[src/rtl/hilo_muldiv.sv]
// hilo_muldiv: iterative multiply/divide unit holding the architectural HI/LO
// registers of the single-cycle MIPS core. It sits in the execute stage beside
// the ALU.
//
// A MULT/MULTU/DIV/DIVU instruction issues in one cycle and retires at once.
// The unit then runs WIDTH background iterations: shift-add for multiply and
// restoring shift-subtract for divide. The core is stalled only when a later
// instruction touches HI/LO, or tries to start another operation, while the
// unit is still busy.
//
// Ports:
//   CLK      system clock; all state changes on the rising edge
//   RST      asynchronous reset, active low
//   Ins      current instruction; the core holds it stable while Stall=1
//   Rdata1   rs operand (multiplicand / dividend / MTHI-MTLO source)
//   Rdata2   rt operand (multiplier / divisor)
//   HiLoOut  HI for MFHI, LO for MFLO, otherwise 0 (combinational)
//   Stall    freeze PC and register write this cycle (combinational)
//   Busy     an iteration sequence is in progress
module hilo_muldiv #(
  parameter int WIDTH = 32,
  parameter int CNT_W = 6
) (
  input  logic             CLK,
  input  logic             RST,
  input  logic [31:0]      Ins,
  input  logic [WIDTH-1:0] Rdata1,
  input  logic [WIDTH-1:0] Rdata2,
  output logic [WIDTH-1:0] HiLoOut,
  output logic             Stall,
  output logic             Busy
);

  typedef enum logic {ST_IDLE, ST_BUSY} state_t;

  state_t r_state;
  state_t w_state_next;

  // Architectural registers and iteration datapath.
  logic [WIDTH-1:0] r_hi;
  logic [WIDTH-1:0] r_lo;
  logic [WIDTH-1:0] r_acc;   // partial-product high half / partial remainder
  logic [WIDTH-1:0] r_q;     // multiplier shifting out / dividend -> quotient
  logic [WIDTH-1:0] r_m;     // multiplicand / divisor magnitude
  logic [CNT_W-1:0] r_cnt;
  logic             r_is_div;
  logic             r_neg_q;  // negate product / quotient at the end
  logic             r_neg_r;  // negate remainder (takes the dividend's sign)
  logic             r_div0;   // divisor was zero

  // ------------------------------------------------------------------
  // Instruction decode
  // ------------------------------------------------------------------
  logic       w_op_zero;
  logic [5:0] w_funct;
  logic       w_is_mfhi, w_is_mthi, w_is_mflo, w_is_mtlo;
  logic       w_is_muldiv;
  logic       w_hilo_ins;
  logic       w_unused;

  assign w_op_zero   = (Ins[31:26] == 6'd0);
  assign w_funct     = Ins[5:0];
  assign w_is_mfhi   = w_op_zero && (w_funct == 6'h10);
  assign w_is_mthi   = w_op_zero && (w_funct == 6'h11);
  assign w_is_mflo   = w_op_zero && (w_funct == 6'h12);
  assign w_is_mtlo   = w_op_zero && (w_funct == 6'h13);
  // Funct values 0x18..0x1B are MULT, MULTU, DIV, DIVU.
  assign w_is_muldiv = w_op_zero && (w_funct[5:2] == 4'b0110);
  assign w_hilo_ins  = w_is_mfhi || w_is_mthi || w_is_mflo || w_is_mtlo || w_is_muldiv;
  // The register fields between the opcode and funct are not used here.
  assign w_unused    = &{1'b0, Ins[25:6]};

  // ------------------------------------------------------------------
  // Operand conditioning at issue. Bit 0 of funct clear means signed,
  // and bit 1 set means divide.
  // ------------------------------------------------------------------
  logic             w_signed;
  logic             w_a_neg, w_b_neg;
  logic [WIDTH-1:0] w_a_mag, w_b_mag;

  assign w_signed = ~w_funct[0];
  assign w_a_neg  = w_signed && Rdata1[WIDTH-1];
  assign w_b_neg  = w_signed && Rdata2[WIDTH-1];
  assign w_a_mag  = w_a_neg ? -Rdata1 : Rdata1;
  assign w_b_mag  = w_b_neg ? -Rdata2 : Rdata2;

  // ------------------------------------------------------------------
  // One iteration step
  // ------------------------------------------------------------------
  logic [WIDTH:0]   w_msum;
  logic [WIDTH:0]   w_rsh;
  logic [WIDTH:0]   w_trial;
  logic             w_div_ok;
  logic [WIDTH-1:0] w_acc_nx;
  logic [WIDTH-1:0] w_q_nx;

  // Multiply: conditionally add the multiplicand, then shift {carry,acc,q} right.
  assign w_msum   = {1'b0, r_acc} + (r_q[0] ? {1'b0, r_m} : '0);
  // Divide: shift {acc,q} left by one and try to subtract the divisor. One extra
  // bit holds the shifted remainder; its MSB after the subtract is the borrow.
  assign w_rsh    = {r_acc, r_q[WIDTH-1]};
  assign w_trial  = w_rsh - {1'b0, r_m};
  assign w_div_ok = ~w_trial[WIDTH];

  always_comb begin
    w_acc_nx = w_msum[WIDTH:1];
    w_q_nx   = {w_msum[0], r_q[WIDTH-1:1]};
    if (r_is_div) begin
      w_acc_nx = w_div_ok ? w_trial[WIDTH-1:0] : w_rsh[WIDTH-1:0];
      w_q_nx   = {r_q[WIDTH-2:0], w_div_ok};
    end
  end

  // ------------------------------------------------------------------
  // Sign fix-up applied on the final step
  // ------------------------------------------------------------------
  logic [2*WIDTH-1:0] w_prod;
  logic [2*WIDTH-1:0] w_prod_fix;
  logic [WIDTH-1:0]   w_quo_fix;
  logic [WIDTH-1:0]   w_rem_fix;
  logic               w_last;

  assign w_prod     = {w_acc_nx, w_q_nx};
  assign w_prod_fix = r_neg_q ? -w_prod : w_prod;
  // With a zero divisor the remainder path ends holding |dividend|. Restoring
  // the dividend's sign gives back the original dividend for HI. The
  // quotient is forced to all ones.
  assign w_quo_fix  = r_div0 ? '1 : (r_neg_q ? -w_q_nx : w_q_nx);
  assign w_rem_fix  = r_neg_r ? -w_acc_nx : w_acc_nx;
  assign w_last     = (r_cnt == CNT_W'(WIDTH - 1));

  // ------------------------------------------------------------------
  // FSM
  // ------------------------------------------------------------------
  always_ff @(posedge CLK or negedge RST) begin
    if (!RST) begin
      r_state <= ST_IDLE;
    end else begin
      r_state <= w_state_next;
    end
  end

  always_comb begin
    w_state_next = r_state;
    case (r_state)
      ST_IDLE: if (w_is_muldiv) w_state_next = ST_BUSY;
      ST_BUSY: if (w_last)      w_state_next = ST_IDLE;
      default:                  w_state_next = ST_IDLE;
    endcase
  end

  // ------------------------------------------------------------------
  // Datapath and HI/LO
  // ------------------------------------------------------------------
  always_ff @(posedge CLK or negedge RST) begin
    if (!RST) begin
      r_hi     <= '0;
      r_lo     <= '0;
      r_acc    <= '0;
      r_q      <= '0;
      r_m      <= '0;
      r_cnt    <= '0;
      r_is_div <= 1'b0;
      r_neg_q  <= 1'b0;
      r_neg_r  <= 1'b0;
      r_div0   <= 1'b0;
    end else begin
      case (r_state)
        ST_IDLE: begin
          // Stall is always low in IDLE, so every HI/LO instruction takes effect.
          if (w_is_muldiv) begin
            r_acc    <= '0;
            r_cnt    <= '0;
            r_is_div <= w_funct[1];
            r_neg_q  <= w_a_neg ^ w_b_neg;
            r_neg_r  <= w_a_neg;
            r_div0   <= (Rdata2 == '0);
            r_q      <= w_funct[1] ? w_a_mag : w_b_mag;
            r_m      <= w_funct[1] ? w_b_mag : w_a_mag;
          end else if (w_is_mthi) begin
            r_hi <= Rdata1;
          end else if (w_is_mtlo) begin
            r_lo <= Rdata1;
          end
        end
        ST_BUSY: begin
          r_acc <= w_acc_nx;
          r_q   <= w_q_nx;
          r_cnt <= r_cnt + CNT_W'(1);
          if (w_last) begin
            if (r_is_div) begin
              r_lo <= w_quo_fix;
              r_hi <= w_rem_fix;
            end else begin
              {r_hi, r_lo} <= w_prod_fix;
            end
          end
        end
        default: ;
      endcase
    end
  end

  // ------------------------------------------------------------------
  // Outputs
  // ------------------------------------------------------------------
  assign Busy  = (r_state == ST_BUSY);
  assign Stall = Busy && w_hilo_ins;

  always_comb begin
    HiLoOut = '0;
    if (w_is_mfhi)      HiLoOut = r_hi;
    else if (w_is_mflo) HiLoOut = r_lo;
  end

endmodule

[config.mk]
export PLATFORM = sky130hd
export DESIGN_NAME = hilo_muldiv
export DESIGN_NICKNAME = d
export VERILOG_FILES = /design/src/rtl/hilo_muldiv.sv
export SDC_FILE = /design/constraint.sdc
export NUM_CORES = 1
export LEC_CHECK = 0
export BUFFER_PORTS_ARGS = -buffer_cell sky130_fd_sc_hd__buf_2
export CORE_ASPECT_RATIO = 1.75
export CORE_MARGIN = 4
export CORE_UTILIZATION = 49
export CTS_CLUSTER_SIZE = 20
export DETAILED_ROUTE_END_ITERATION = 10
export PLACE_DENSITY = 0.67
export SLEW_MARGIN = 20
export SYNTH_ARGS = -nofsm -noshare
export SYNTH_HDL_FRONTEND = slang
export SYNTH_SLANG_ARGS = --single-unit
[constraint.sdc]
create_clock -name CLK -period 8.9 [get_ports CLK]
set_input_delay 0.89 -clock CLK [delete_from_list [all_inputs] [get_ports CLK]]
set_output_delay 0.89 -clock CLK [all_outputs]
set_load 0.01 [all_outputs]
==> results.json, run 1 <==
{
  "skew_ns": 0.00858,
  "numCtsBuffers": 17,
  "cts_resized": 0,
  "power_switching_mw": 3.20,
  "drive_above_1_share": 0.0943,
  "crit_fanout": 14,
  "peakVddDrop_mv": 0.143,
  "drt-initial-drc-count": 1778,
  "r2r_slack_ns": 2.03,
  "tns_ns": 0,
  "numPortBuffers": 111,
  "htreeDepth": 4,
  "diodes": 0,
  "antenna_left": 0,
  "wl_um": 64300,
  "finalCritPeriodShare": 0.772,
  "yosysTopAreaCellShare": 0.256,
  "final.min_clock_period_ns": 6.87,
  "grt_setup_unrepaired": "no",
  "r2r-end": "r_hi[26]",
  "cts_tree": "built",
  "p_clk_frac": 0.123,
  "drc": 0,
  "pin_count": 132,
  "placed_area_um2": 17600,
  "critPathKind": "reg -> reg",
  "worstPathArrival_ns": 7.20,
  "p_seq_frac": 0.209,
  "tightest_slew_ns": 1.19,
  "r2r-start": "r_q[31]",
  "sw_frac_of_total": 0.539,
  "syn_avg_cell_area_um2": 7.48,
  "synthToLayoutAreaGrowth_pct": 8.70,
  "cts_hold_buf": 0,
  "ys_ff_latch": 171,
  "clk_pin_slew_ns": 0.07,
  "leakage_nw": 7.50,
  "synth_cell_type_count": 81,
  "status": "completed",
  "max_freq_mhz": 146,
  "wl_per_cell_um": 23.5,
  "ys.flop_type": "dfrtp_1",
  "start_kind": "register",
  "antenna_found_initial": 1,
  "p_int_mw": 2.74,
  "comb_power_share": 0.668,
  "power_density_nw_per_um2": 327,
  "synthArstFlopShare": 1.00,
  "setup_viol": 0,
  "crit_start": "r_q[31]",
  "root_buffer": "clkbuf_16",
  "start_util": 0.495,
  "slew_viol_final": 0,
  "num_vias": 17700,
  "r2r_cells": 22,
  "yosys.area.top_type": "dfrtp_1",
  "cts.sinks": 171,
  "holdWs_ns": 0.317,
  "postCtsSetupRepairBufs": 0,
  "num_rows": 89,
  "core_area_um2": 33700,
  "yosys_warnings": 0,
  "synth_edf_count": 0,
  "postLayoutCellArea_um2": 18200,
  "die_height_um": 252,
  "die_area_um2": 37200,
  "max_slew_margin": 0.199,
  "synth.area.top_cells": "dfrtp_1 26%, a21oi_1 6.2%, mux2i_1 6.0%",
  "synthesis.instances": 2235,
  "grt_max_degree": 77,
  "cts_max_path_buffers": 2,
  "ys_seq_area_frac": 0.256,
  "worst_hold_path_type": "in -> async",
  "place_congestion": 1.02,
  "drt_pass1_iterations": 6,
  "crit_path_end_kind": "register",
  "layout.nets": 2437,
  "insertion_delay_ns": 0.47,
  "synth_nets": 2404,
  "grt_pass1_vias": 17300,
  "finalHoldViolCount": 0,
  "grt_first_pass_wirelength_um": 98100,
  "synth_area_um2": 16700,
  "gr-total-overflow": 0,
  "dpl.hpwl_um": 49200,
  "grt_util_all_layers": 0.338,
  "cp.required_ns": 9.23,
  "maxCapViolCount": 0,
  "die_w_um": 148,
  "via_per_inst": 6.48
}
==> logic make-up (layout without fill, tap and decap cells) <==
group,count (synthesis),after routing,share of synthesized area
xor gates and xnor gates,143,143,0.0749
AOI/OAI and AO/OA,722,722,0.269
and+or+nand+nor,823,823,0.235
adders and majority gates,71,71,0.0541
buffers and inverters,198,244,0.0463
DFF,171,171,0.256
muxes,107,107,0.0646
==> layer usage <==
layer / vias to the layer above / share of wire / global-route usage
li1: 8194 / - / -
met1: 8489 / 0.36 / 0.374
met2: 797 / 0.50 / 0.591
met3: 250 / 0.058 / 0.0449
met4: 2 / 0.086 / 0.247
met5: - / 0.00020 / 0
==> sequential cells by signal, summed over array words and instances, names as in the netlist <==
| signal | flops |
|---|---|
| r_hi | 32 |
| r_neg_r | 1 |
| r_m | 32 |
| r_neg_q | 1 |
| r_acc | 32 |
| r_div0 | 1 |
| r_q | 32 |
| Busy | 1 |
| r_lo | 32 |
| r_cnt | 6 |
| r_is_div | 1 |
==> how the worst max path moves through the flow <==
stage          depth (start not counted)  endpoint  slack (ns)
2_1_floorplan                         24  r_hi[26]        3.71
3_3_place_gp                          22  r_hi[26]        2.28
3_5_place_dp                          22   r_hi[4]        2.26
4_1_cts                               22   r_hi[4]        2.21
5_1_grt                               22  r_hi[26]        1.76
6_report                              22  r_hi[26]        2.03
==> layout by cell type, fill, tap and decap left out, drive strengths merged, types with 21 or more instances in the layout <==
cell      n
nand2   259
nor2    226
a21oi   207
o21ai   201
dfrtp   171
buf     144
mux2i   100
xor2     74
inv      72
a211oi   71
xnor2    69
ha       69
nor3     62
nand3    54
o211ai   47
and2     43
a31oi    35
and3     23
o31ai    23
or3      21
nand2b   21
nand4    21
nor4     21
==> power by group through the flow <==
stage | Clock (mW) | Sequential [mW] | Combinational [mW]
detailed placement | 0 | 1.25 | 3.84
CTS | 0.738 | 1.23 | 3.87
finish | 0.730 | 1.25 | 3.97
global route | 0.764 | 1.27 | 4.29
floorplan | 0 | 1.15 | 2.75
global placement | 0 | 1.24 | 3.80
==> cell type report <==
class                      count  area (um^2)
clock inverter                14          113
fill                        3282        15600
multi-input combinational   1866        11700
sequential                   171         4290
timing repair buffer         144          812
inverter                      68          255
clock buffer                  18          429
tap                          455          569
==> synth_stat cells, drive strengths merged (43+ instances only) <==
library cell	n
xor2	74
and2	43
a21oi	207
nand3	54
o211ai	47
xnor2	69
o21ai	201
ha	69
mux2i	100
a211oi	71
inv	67
nor3	62
dfrtp	171
nand2	259
nor2	226
clkbuf	92
==> critical path, stage by stage (launching register included) <==
cell and delay, ns:
dfrtp_1 0.59, inv_1 0.08, ha_1 0.22, inv_1 0.07, fa_1 0.23, nand3_1 0.09, a21oi_1 0.30, o21ai_0 0.34
a21oi_1 0.48, a211o_1 0.62, nor2_1 0.24, a21oi_1 0.38, ha_1 0.32, o21ai_0 0.15, nor4_1 0.62, nand2b_1 0.22
nor2_1 0.50, nor2_1 0.21, nor2_1 0.21, nand2_1 0.10, o31ai_2 0.26, mux2i_1 0.36, o211ai_1 0.13
==> metrics by stage <==
| step | cells | utilization | power, mW | setup WS [ns] |
|---|---|---|---|---|
| after global routing | 2736 | 0.538 | 6.32 | 1.76 |
| final | 2736 | 0.538 | 5.95 | 2.03 |
| after floorplan | 2235 | - | 3.90 | 3.71 |
| after CTS | 2736 | 0.538 | 5.85 | 2.21 |
| after global placement | 2704 | 0.522 | 5.04 | 2.28 |
| after detailed placement | 2704 | 0.522 | 5.09 | 2.26 |
(Power assumes the default switching activity.)
==> run 2, diff against run 1 <==
==> constraint.sdc (replaced) <==
create_clock -name CLK -period 6.6 [get_ports CLK]
set_input_delay 0.66 -clock CLK [delete_from_list [all_inputs] [get_ports CLK]]
set_output_delay 0.66 -clock CLK [all_outputs]
set_load 0.01 [all_outputs]
==> run 2 against run 1 <==
Effect of this change: cell area up 1.1%; hold slack worse by 0.042 ns; core utilization up 0.58 points; global-route usage up 0.88 points; largest power group unchanged; highest routed layer is now met4.
==> results.json, run 2 (synthesis gave the netlist of run 1 again) <==
{
  "die_height_um": 252,
  "setup_viol": 0,
  "synthToLayoutAreaGrowth_pct": 9.88,
  "pin_count": 132,
  "htreeDepth": 4,
  "path_cells": "ha_1 > nand4_2 > nor4_4 > a221oi_2 > a21boi_1 > a211o_1 > mux2i_1 > nand2_1 > o21ai_0 > ha_1 > o211ai_1 > a2111oi_0 > buf_4 > nand4b_1 > o21ai_0 > nand3_1 > or3_1 > o31ai_2 > mux2i_1 > o211ai_1",
  "insertion_delay_ns": 0.47,
  "slowest_stage": "ha_1",
  "final_cell_mix": "258 x nand2_1, 224 x nor2_1, 206 x a21oi_1",
  "antenna_left": 0,
  "finalHoldViolCount": 0,
  "num_rows": 89,
  "die_area_um2": 37200,
  "power_density_nw_per_um2": 445,
  "final.min_clock_period_ns": 5.84,
  "cp.required_ns": 6.92,
  "crit_path_end_kind": "register",
  "cts_max_path_buffers": 2,
  "tightest_slew_ns": 1.07,
  "cts.sinks": 171,
  "peakVddDrop_mv": 0.200,
  "place_congestion": 1.01,
  "postCtsSetupRepairBufs": 0,
  "num_vias": 18000,
  "wl_per_cell_um": 23.8,
  "gr-total-overflow": 0,
  "slew_viol_final": 0,
  "sw_frac_of_total": 0.535,
  "max_slew_margin": 0.284,
  "leakage_nw": 7.62,
  "clk_pin_slew_ns": 0.08,
  "layout.nets": 2458,
  "skew_ns": 0.0124,
  "worst_hold_path_type": "in -> async",
  "grt_first_pass_wirelength_um": 101000,
  "core_area_um2": 33700,
  "grt_pass1_vias": 17500,
  "cp_top_family": "compound AO/OA/AOI/OAI gates",
  "path_buf_inv": 1,
  "cts_hold_buf": 0,
  "cts_tree": "built",
  "grt_util_all_layers": 0.347,
  "drc": 0,
  "dpl.hpwl_um": 49700,
  "comb_power_share": 0.667,
  "tns_ns": 0,
  "p_seq_frac": 0.206,
  "maxCapViolCount": 0,
  "drive_above_1_share": 0.103,
  "finalCritPeriodShare": 0.885,
  "grt_max_degree": 95,
  "via_per_inst": 6.53,
  "fillers": 3286,
  "holdWs_ns": 0.275,
  "numPortBuffers": 111,
  "worstPathArrival_ns": 6.16,
  "p_int_mw": 3.80,
  "grt_setup_unrepaired": "no",
  "power_switching_mw": 4.37,
  "die_w_um": 148,
  "wl_um": 65600,
  "slowest_delay_ns": 0.53,
  "p_clk_frac": 0.128,
  "drt_pass1_iterations": 6,
  "numCtsBuffers": 17,
  "critPathKind": "reg -> reg",
  "cts_resized": 0,
  "max_freq_mhz": 171,
  "crit_fanout": 12,
  "final_common_cell": "nand2_1",
  "root_buffer": "clkbuf_16",
  "antenna_found_initial": 2,
  "status": "completed",
  "drt-initial-drc-count": 1782,
  "start_util": 0.495,
  "start_kind": "register"
}
==> run 2: changes by cell type in the layout (fill, tap and decap cells not counted), moves of 2 or more <==
| cell | change |
|---|---|
| a2111oi_0 | +2 |
| a2111oi_1 | -2 |
| clkinv_4 | -3 |
| buf_4 | +20 |
==> run 2: path summary, 6_finish.rpt <==
kind	startpoint	to	slack, ns	cells after the start
worst max-delay path	r_acc[24]	r_hi[26]	0.76	20
max in group asynchronous	RST	r_is_div	4.81	2
worst max register to register	r_acc[24]	r_hi[26]	0.76	20
worst min register to register	r_hi[0]	r_hi[0]	0.49	2
worst min-delay path	RST	r_cnt[3]	0.28	1
min in group CLK	r_hi[0]	r_hi[0]	0.49	2
==> run 2: routing by layer <==
layer | vias up | wire [um] | global-route usage | share of wire
li1 | 8235 | - | - | -
met1 | 8652 | 24000 | 0.391 | 0.37
met2 | 890 | 33000 | 0.614 | 0.50
met3 | 233 | 3890 | 0.0440 | 0.059
met4 | 0 | 4730 | 0.222 | 0.072
met5 | - | 0 | 0 | 0
==> run 2: power by group through the flow <==
stage | clock, mW | sequential, mW | combinational, mW
after floorplan | 0 | 1.55 | 3.71
after CTS | 1.05 | 1.66 | 5.30
after global routing | 1.10 | 1.71 | 5.89
after detailed placement | 0 | 1.68 | 5.26
after global placement | 0 | 1.67 | 5.19
final | 1.04 | 1.68 | 5.45
==> run 2: through the flow <==
stage | std cells | utilization | total power, mW | setup WS, ns | cell area [um^2]
2_1_floorplan | 2235 | - | 5.26 | 1.41 | 16700
3_3_place_gp | 2725 | 0.527 | 6.86 | 1.00 | 17800
3_5_place_dp | 2725 | 0.527 | 6.94 | 0.921 | 17800
4_1_cts | 2757 | 0.544 | 8.01 | 0.866 | 18400
5_1_grt | 2758 | 0.544 | 8.70 | 0.430 | 18400
6_report | 2758 | 0.544 | 8.17 | 0.761 | 18400
==> run 2: cell type report <==
class	instances	area, um^2	area share
multi-input cells	1866	11700	0.637
inverters	68	255	0.0139
well taps	455	569	0.0310
clock inverters	13	131	0.00716
flip-flops and latches	171	4290	0.233
clock buffers	19	443	0.0241
diodes	1	2.50	0.000136
repair buffers	165	973	0.0530
==> run 3, diff against run 2 <==
--- a/config.mk
+++ b/config.mk
@@ -8,10 +8,11 @@
 export BUFFER_PORTS_ARGS = -buffer_cell sky130_fd_sc_hd__buf_2
 export CORE_ASPECT_RATIO = 1.75
 export CORE_MARGIN = 4
-export CORE_UTILIZATION = 49
+export CORE_UTILIZATION = 50
+export CTS_CLUSTER_DIAMETER = 150
 export CTS_CLUSTER_SIZE = 20
 export DETAILED_ROUTE_END_ITERATION = 10
-export PLACE_DENSITY = 0.67
+export PLACE_DENSITY = 0.68
 export SLEW_MARGIN = 20
 export SYNTH_ARGS = -nofsm -noshare
 export SYNTH_HDL_FRONTEND = slang
==> run 3 against run 2 <==
Effect of this change: combinational power fell by 0.7%; cell count down 1.9%; cell area is 0.16% lower; first-iteration DRC count shrank 8.2%; register-to-register slack is essentially flat.
==> results.json, run 3 (synthesis gave the netlist of run 1 again) <==
{
  "status": "completed",
  "slowest_stage": "or3_1",
  "crit_start": "r_acc[10]",
  "htreeDepth": 4,
  "skew_ns": 0.00959,
  "r2r_slack_ns": 0.78,
  "worst_hold_path_type": "in -> async",
  "clk_pin_slew_ns": 0.07,
  "drc": 0,
  "via_per_inst": 6.60,
  "grt_setup_unrepaired": "no",
  "grt_util_all_layers": 0.355,
  "r2r-end": "r_hi[26]",
  "wl_um": 66700,
  "die_area_um2": 36500,
  "crit_path_end_kind": "register",
  "drive_above_1_share": 0.104,
  "tns_ns": 0,
  "diodes": 0,
  "start_kind": "register",
  "place_congestion": 0.997,
  "max_slew_margin": 0.207,
  "final_cell_mix": "258 x nand2_1, 224 x nor2_1, 206 x a21oi_1",
  "synthToLayoutAreaGrowth_pct": 9.70,
  "root_buffer": "clkbuf_16",
  "die_w_um": 146,
  "power_mw": 8.18,
  "max_freq_mhz": 172,
  "start_util": 0.506,
  "num_vias": 17800,
  "cts_max_path_buffers": 2,
  "critPathKind": "reg -> reg",
  "core_area_um2": 33000,
  "die_height_um": 250,
  "peakVddDrop_mv": 0.223,
  "power_density_nw_per_um2": 446,
  "finalHoldViolCount": 0,
  "drt_pass1_iterations": 5,
  "pin_count": 132,
  "num_rows": 88,
  "numPortBuffers": 111,
  "numCtsBuffers": 17,
  "tightest_slew_ns": 1.16,
  "antenna_left": 0,
  "critPathMostFrequentCell": "o21ai_0",
  "cts_resized": 0,
  "slew_viol_final": 0,
  "slowest_delay_ns": 0.45,
  "wl_per_cell_um": 24.6,
  "grt_first_pass_wirelength_um": 102000,
  "finalCritPeriodShare": 0.883,
  "worstPathArrival_ns": 6.15,
  "layout.nets": 2458,
  "maxCapViolCount": 0,
  "setup_viol": 0,
  "antenna_found_initial": 1,
  "path_cells": "ha_1 > nand4_1 > nor3_1 > o21ai_0 > buf_4 > a21oi_1 > a211o_1 > mux2i_1 > nand2_1 > o21ai_0 > ha_1 > o211ai_1 > a2111oi_0 > buf_4 > nand4b_1 > o21ai_0 > nand3_1 > or3_1 > o31ai_2 > mux2i_1 > o211ai_1",
  "gr-total-overflow": 0,
  "top_layer": "met4",
  "insertion_delay_ns": 0.47,
  "cts_hold_buf": 0,
  "worstSetupEndpoint": "r_hi[26]",
  "r2r_cells": 21,
  "cts.sinks": 171,
  "wl_met2_um": 33700,
  "r2r-start": "r_acc[10]",
  "met1Wirelength_um": 24000,
  "final_common_cell": "nand2_1",
  "dpl.hpwl_um": 50500,
  "grt_pass1_vias": 17700,
  "cts_tree": "built",
  "drt-initial-drc-count": 1636,
  "dr_wl_met3_um": 4030,
  "postCtsSetupRepairBufs": 0,
  "cp.required_ns": 6.93,
  "grt_max_degree": 89,
  "crit_fanout": 7,
  "leakage_nw": 7.64,
  "final.min_clock_period_ns": 5.82
}
run 3: how the worst min path moves through the flow:
stage / to / slack (ns) / depth (start not counted) / startpoint
after floorplan: Busy / 0.36 / 0 / RST
after global placement: r_hi[0] / 0.45 / 2 / r_hi[0]
after detailed placement: r_hi[7] / 0.47 / 2 / r_hi[7]
after CTS: r_lo[21] / 0.33 / 1 / RST
after global routing: r_lo[21] / 0.34 / 1 / RST
final: r_lo[21] / 0.26 / 1 / RST
run 3: per-stage QoR:
stage,std cells,utilization,hold WS (ns),worst slack (ns),area (um^2)
after floorplan,2235,-,0.364,1.41,16700
after global placement,2675,0.537,0.454,0.914,17700
after detailed placement,2675,0.537,0.471,0.878,17700
after CTS,2706,0.555,0.330,0.844,18300
after global routing,2706,0.555,0.341,0.403,18300
final,2706,0.555,0.261,0.775,18300
run 3: layer usage:
| metal | vias up | global-route usage |
|---|---|---|
| li1 | 8225 | - |
| met1 | 8553 | 0.396 |
| met2 | 830 | 0.638 |
| met3 | 239 | 0.0409 |
| met4 | 0 | 0.222 |
| met5 | - | 0 |
run 3: worst max-delay path: cells and delay by family, from the launching register on:
family	cells	cell delay, ns
DFF	1	0.43
buffers and inverters	2	0.38
AOI/OAI and AO/OA	9	2.27
muxes	2	0.55
and+or+nand+nor	6	1.41
adders and majority gates	2	0.65
run 3: power by group:
| group | leakage [nW] | total, mW | switching, mW | internal, mW |
|---|---|---|---|---|
| registers | 1.87 | 1.68 | 0.370 | 1.31 |
| logic | 5.48 | 5.41 | 3.47 | 1.94 |
| clock network | 0.291 | 1.09 | 0.490 | 0.596 |
run 3: final cells by class:
type,instances,area (um^2)
fill,3266,14700
multi-input combinational,1866,11700
sequential,171,4290
timing repair buffer,165,982
tap,405,507
clock buffer,17,425
inverter,68,255
clock inverter,14,171
